[src/rtl/divider_pkg.sv]
// divider_pkg: FSM state encoding and iteration-counter sizing for the sequential divider.
package divider_pkg;
  typedef enum logic [2:0] {
    IDLE   = 3'd0,
    LOAD   = 3'd1,
    DIVIDE = 3'd2,
    FIXUP  = 3'd3,
    DONE   = 3'd4
  } state_e;
  localparam int BITS_DEF = 4;
  localparam int CNT_W = $clog2(BITS_DEF);
  function automatic int cnt_w(input int bits);
    return bits > 1 ? $clog2(bits) : 1;
  endfunction
endpackage

[src/rtl/divider_step.sv]
// divider_step: one combinational restoring-division iteration on {R,Q}.
module divider_step #(
  parameter int BITS = 4
) (
  input  logic [BITS:0]   r_i,
  input  logic [BITS-1:0] q_i,
  input  logic [BITS-1:0] d_i,
  output logic [BITS:0]   r_o,
  output logic [BITS-1:0] q_o
);
  logic [BITS:0]   rs, diff;
  logic [BITS-1:0] qs;
  assign {rs, qs} = {r_i, q_i} << 1;
  assign diff = rs - {1'b0, d_i};
  // a clear sign bit means the divisor fit: keep the difference and retire a 1
  assign r_o = diff[BITS] ? rs : diff;
  assign q_o = qs | {{(BITS-1){1'b0}}, ~diff[BITS]};
endmodule

[src/rtl/divider.sv]
// divider: sequential restoring divider, one quotient bit per clock, start/finished handshake.
// Define DIVIDER_SIGNED_EN for two's-complement operands with a FIXUP sign-correction state.
module divider
  import divider_pkg::*;
#(
  parameter int BITS = BITS_DEF
) (
  input  logic            i_clock,
  input  logic            i_reset,
  input  logic            i_start,
  input  logic [BITS-1:0] i_dividend,
  input  logic [BITS-1:0] i_divisor,
  output logic            o_busy,
  output logic            o_finished,
  output logic [BITS-1:0] o_quotient,
  output logic [BITS-1:0] o_remainder,
  output logic            o_div_by_zero
);
  localparam int CW = cnt_w(BITS);
  state_e          state_q, state_d;
  logic [BITS-1:0] dvd_q, dvd_d, dvs_q, dvs_d, q_q, q_d, quo_q, quo_d, rem_q, rem_d;
  logic [BITS-1:0] mag_a, mag_b, q_n;
  logic [BITS:0]   r_q, r_d, r_n;
  logic [CW-1:0]   cnt_q, cnt_d;
  logic            dbz_q, dbz_d, fin_q, fin_d, zero;
`ifdef DIVIDER_SIGNED_EN
  assign mag_a = dvd_q[BITS-1] ? -dvd_q : dvd_q;
  assign mag_b = dvs_q[BITS-1] ? -dvs_q : dvs_q;
`else
  assign mag_a = dvd_q;
  assign mag_b = dvs_q;
`endif
  assign zero = dvs_q == '0;
  divider_step #(.BITS(BITS)) u_step (
    .r_i(r_q),
    .q_i(q_q),
    .d_i(mag_b),
    .r_o(r_n),
    .q_o(q_n)
  );
  always_comb begin
    state_d = state_q;
    dvd_d = dvd_q;
    dvs_d = dvs_q;
    r_d = r_q;
    q_d = q_q;
    cnt_d = cnt_q;
    quo_d = quo_q;
    rem_d = rem_q;
    dbz_d = dbz_q;
    fin_d = 1'b0;
    unique case (state_q)
      IDLE: begin
        dvd_d = i_start ? i_dividend : dvd_q;
        dvs_d = i_start ? i_divisor : dvs_q;
        state_d = i_start ? LOAD : IDLE;
      end
      LOAD: begin
        quo_d = '0;
        rem_d = '0;
        dbz_d = 1'b0;
        cnt_d = CW'(BITS - 1);
        // divide-by-zero preloads its fixed result and bypasses the iterations
        r_d = zero ? {1'b0, dvd_q} : '0;
        q_d = zero ? '1 : mag_a;
        state_d = zero ? DONE : DIVIDE;
      end
      DIVIDE: begin
        r_d = r_n;
        q_d = q_n;
        cnt_d = cnt_q - 1'b1;
`ifdef DIVIDER_SIGNED_EN
        state_d = cnt_q == '0 ? FIXUP : DIVIDE;
`else
        state_d = cnt_q == '0 ? DONE : DIVIDE;
`endif
      end
`ifdef DIVIDER_SIGNED_EN
      FIXUP: begin
        q_d = (dvd_q[BITS-1] ^ dvs_q[BITS-1]) ? -q_q : q_q;
        r_d = dvd_q[BITS-1] ? -r_q : r_q;
        state_d = DONE;
      end
`endif
      DONE: begin
        quo_d = q_q;
        rem_d = r_q[BITS-1:0];
        dbz_d = zero;
        fin_d = 1'b1;
        state_d = IDLE;
      end
      default: state_d = IDLE;
    endcase
  end
  always_ff @(posedge i_clock or negedge i_reset) begin
    if (!i_reset) begin
      state_q <= IDLE;
      dvd_q <= '0;
      dvs_q <= '0;
      r_q <= '0;
      q_q <= '0;
      cnt_q <= '0;
      quo_q <= '0;
      rem_q <= '0;
      dbz_q <= 1'b0;
      fin_q <= 1'b0;
    end else begin
      state_q <= state_d;
      dvd_q <= dvd_d;
      dvs_q <= dvs_d;
      r_q <= r_d;
      q_q <= q_d;
      cnt_q <= cnt_d;
      quo_q <= quo_d;
      rem_q <= rem_d;
      dbz_q <= dbz_d;
      fin_q <= fin_d;
    end
  end
  assign o_busy = state_q != IDLE;
  assign o_finished = fin_q;
  assign o_quotient = quo_q;
  assign o_remainder = rem_q;
  assign o_div_by_zero = dbz_q;
endmodule

[config.mk]
export PLATFORM = sky130hd
export DESIGN_NAME = divider
export DESIGN_NICKNAME = d
export VERILOG_FILES = /design/src/rtl/divider_pkg.sv /design/src/rtl/divider_step.sv /design/src/rtl/divider.sv
export SDC_FILE = /design/constraint.sdc
export NUM_CORES = 1
export LEC_CHECK = 0
export ABC_AREA = 1
export BUFFER_PORTS_ARGS = -buffer_cell sky130_fd_sc_hd__buf_2
export CORE_MARGIN = 1.5
export CORE_UTILIZATION = 60
export DETAILED_ROUTE_END_ITERATION = 6
export PLACE_DENSITY = 0.92
export SLEW_MARGIN = 20
export SYNTH_ARGS = -nofsm -noshare
export SYNTH_HDL_FRONTEND = slang
export SYNTH_SLANG_ARGS = --single-unit
export TNS_END_PERCENT = 100
[constraint.sdc]
create_clock -name i_clock -period 3 [get_ports i_clock]
set_clock_uncertainty 0.1 [all_clocks]
set_input_delay 0.15 -clock i_clock [delete_from_list [all_inputs] [get_ports i_clock]]
set_output_delay 0.15 -clock i_clock [all_outputs]
set_load 0.01 [all_outputs]
==> out/metrics.csv <==
stage,metric,value,unit
setup_path,Crit path top cell by count,nor2_1,
min_path,hold path startpoint,i_start,
global_route,gr ovfl total,0,
setup_path,cell family with most CP delay,simple AND/OR/NAND/NOR gates,
synthesis,post-synthesis instance area,1559,sq um
global_route,number of global-route vias before repair,1352,
setup_path,CP Launch Type,flop,
synthesis,"Net Count, Synth",197,
global_route,global-route wire length before repair,5554,um
placement,PortBufs,21,
timing,Worst Max-Slew Pin Slew,0.6553,ns
placement,Placed Cells,227,
cells_and_area,NumNets Final,230,
synthesis,Syn Area/Cell,8.661,sq um
setup_path,Worst Setup End Kind,flop,
setup_path,critical path arrival,2.19,ns
timing,worst rel slew slack,56.31,%
clocking,clk sinks,31,
setup_path,CP Cell Sequence,inv_1 > ha_1 > inv_1 > fa_1 > nand2_1 > nand2_1 > nand3_2 > nand2_2 > nor2_1 > nor2_2 > nor2_1 > nor2_1,
timing,final setup fails,0,
floorplan,Die X,53.98,um
floorplan,Boundary Pins,22,
drt,Avg WL per Cell,13.71,um
drt,via count,1349,
setup_path,CP Class,flop to flop,
synthesis,sequential-to-total area share from yosys stat,49.76,%
floorplan,effective utilization at floorplan,62.93,%
drt,drt total wl,3345,um
floorplan,area of the die,2913,sq um
cells_and_area,Synth-to-Final Area Change,16.29,%
timing,unrepaired setup endpoints after global routing,false,
setup_path,CP max FO,5,
clocking,CTS buffer count,5,
drt,Iter 0 DRT Violations,45,
floorplan,die height,53.98,um
setup_path,Worst Path Buf+Inv,2,
timing,Max Freq,0.4855,GHz
clocking,Longest Clk Path Bufs,2,
synthesis,Synth cell types,25,
timing,crit share post-route,68.66,%
clocking,CTS tree,done,
timing,final worst path period need,2.060,ns
min_path,WHS Path Cells,4,
cells_and_area,final cell count without fillers,244,
power_and_ir_drop,pwr dens,1186,nW/um^2
setup_path,Worst path max stage delay,0.42,ns
cells_and_area,ratio of cells with drive above 1 in the final layout,20.56,%
clocking,cell chosen for the clock root,clkbuf_4,
clocking,PostCTS Resize Cnt,0,
drt,First-pass DRT Iterations,5,
clocking,total setup buffers inserted after CTS,0,
synthesis,Synth Instances,180,
power_and_ir_drop,Overall Power,0.002150,W
timing,"Slew Viols, Final",0,
floorplan,Core ar.,2477,sq um
timing,Final Worst Setup Slack,0.9402,ns
cells_and_area,register area,775.7,sq um
setup_path,slowest CP cell,fa_1,
placement,pre-CTS setup slack,0.9533,ns
drt,antenna-violating nets left,0,
cells_and_area,most frequent cells in the layout,"47 x nand2_1, 31 x dfrtp_1, 22 x nand3_1",
placement,Post-DP Area,1673,sq um
setup_path,Required @ worst endpoint,3.13,ns
timing,Fin Setup TNS,0,ns
global_route,GRT Overall Usage,27.89,%
cells_and_area,multi-input logic area,680.7,sq um
clocking,clock transition at the registers of the reported paths,0.09,ns
placement,Post-DP HPWL,2514,um
power_and_ir_drop,worst vdd ir,0.8317,mV
synthesis,synthesis-stage register bit count,31,
setup_path,reg2reg end,r_q[3],
min_path,Worst Hold Path EP,dvd_q[1],
placement,GPL Wtd Cong,0.8252,
floorplan,cell row count,18,
setup_path,worst r2r path cells,12,
synthesis,YS warnings,0,
outcome,status,finished clean,
global_route,largest net degree at the start of global routing,32,
setup_path,worst r2r src,q_q[3],
clocking,"Clk Latency, worst-skew pair",0.33,ns
drt,Avg Vias per Cell,5.529,
cells_and_area,post-route cell area,1813,sq um
power_and_ir_drop,leak pwr,0.9481,nW
timing,final hold violations,0,
cells_and_area,"most common cell after layout, fill and taps aside",nand2_1,
cells_and_area,Fill cells,192,
global_route,initial antenna violation count,0,
run,max_cap viols,0,
clocking,H-tree levels,2,
clocking,"Hold-fix buffers, CTS",9,
min_path,type of the most critical hold path,primary input to flop,
setup_path,internal reg-to-reg setup slack,0.94,ns
cells_and_area,Ant. Diodes,0,
drt,Post-route DRC,0,
==> cell type report <==
| cell class | instances | area share [%] |
|---|---|---|
| Inverter | 19 | 4.072 |
| Clock buffer | 7 | 2.484 |
| Clock inverter | 1 | 0.2761 |
| Sequential cell | 31 | 42.79 |
| Tap cell | 30 | 2.070 |
| Timing Repair Buffer | 30 | 10.77 |
| Multi-Input combinational cell | 126 | 37.54 |
==> registers in the layout (all words and copies together) (netlist names), 2 cells and up <==
register,cells
q_q,4
dvd_q,4
o_quotient,4
r_q,4
cnt_q,2
o_remainder,4
dvs_q,4
state_q,3
==> metal layers <==
layer / part of all wire (%) / up-vias / track usage, %
met5: 0 / - / 0
met4: 3.2 / 0 / 18.75
met3: 6.5 / 15 / 7.778
met2: 51 / 63 / 47.97
met1: 40 / 619 / 29.50
li1: - / 652 / -
==> cell families (layout without fill, tap and decap cells) <==
family	after synthesis	count (layout)	share of synthesized area (%)
AND/OR/NAND/NOR	94	94	28.97
flip-flops	31	31	49.76
AO/OA/AOI/OAI	25	25	8.828
buffers and inverters	23	57	6.581
adder cells (fa/ha/maj)	6	6	5.297
XOR/XNOR	1	1	0.5619
==> synth_stat cells <==
| master | instances | area [sq um] |
|---|---|---|
| a21oi_1 | 7 | 35.03 |
| a22oi_1 | 1 | 7.510 |
| a31oi_1 | 4 | 25.02 |
| buf_2 | 2 | 10.01 |
| buf_4 | 1 | 7.510 |
| buf_6 | 1 | 11.26 |
| dfrtp_1 | 31 | 775.7 |
| fa_1 | 1 | 20.02 |
| ha_1 | 5 | 62.56 |
| inv_1 | 14 | 52.55 |
| inv_2 | 4 | 15.01 |
| inv_4 | 1 | 6.260 |
| nand2_1 | 47 | 176.4 |
| nand2_2 | 2 | 12.51 |
| nand2_4 | 2 | 22.52 |
| nand3_1 | 22 | 110.1 |
| nand3_2 | 3 | 30.03 |
| nor2_1 | 13 | 48.80 |
| nor2_2 | 2 | 12.51 |
| nor2_4 | 2 | 22.52 |
| nor3_4 | 1 | 16.27 |
| o21ai_1 | 11 | 55.05 |
| o221ai_1 | 1 | 8.760 |
| o22ai_1 | 1 | 6.260 |
| xnor2_1 | 1 | 8.760 |
==> worst max-delay path by stage <==
stage | depth (start not counted) | from | end | slack (ns)
after floorplan | 12 | q_q[3] | r_q[3] | 1.17
after global placement | 12 | q_q[3] | r_q[3] | 1.12
after detailed placement | 12 | q_q[3] | r_q[3] | 0.95
after CTS | 12 | q_q[3] | r_q[3] | 0.94
after global routing | 11 | q_q[3] | r_q[1] | 0.79
final | 12 | q_q[3] | r_q[3] | 0.94
==> through the flow <==
step                      utilization [%]  hold WS (ns)
final                               73.18        0.1179
after global routing                73.18        0.1359
after CTS                           73.18        0.1109
after detailed placement            67.53        0.1152
after global placement              67.53       0.09922
after floorplan                         -       -0.2456
==> worst register-to-register path: stages, from the launching register on <==
cell and delay [ns]:
dfrtp_1 0.39, inv_1 0.11, ha_1 0.16, inv_1 0.06
fa_1 0.42, nand2_1 0.08, nand2_1 0.09, nand3_2 0.12
nand2_2 0.10, nor2_1 0.14, nor2_2 0.05, nor2_1 0.08
nor2_1 0.04
==> where the power goes <==
| part | total [W] | internal [W] | switching, W |
|---|---|---|---|
| registers | 0.000741 | 0.000596 | 0.000145 |
| logic | 0.00119 | 0.000425 | 0.000760 |
| clock network | 0.000222 | 0.0000911 | 0.000131 |
| total | 0.00215 | 0.00111 | 0.00104 |
(Power assumes the default switching activity.)
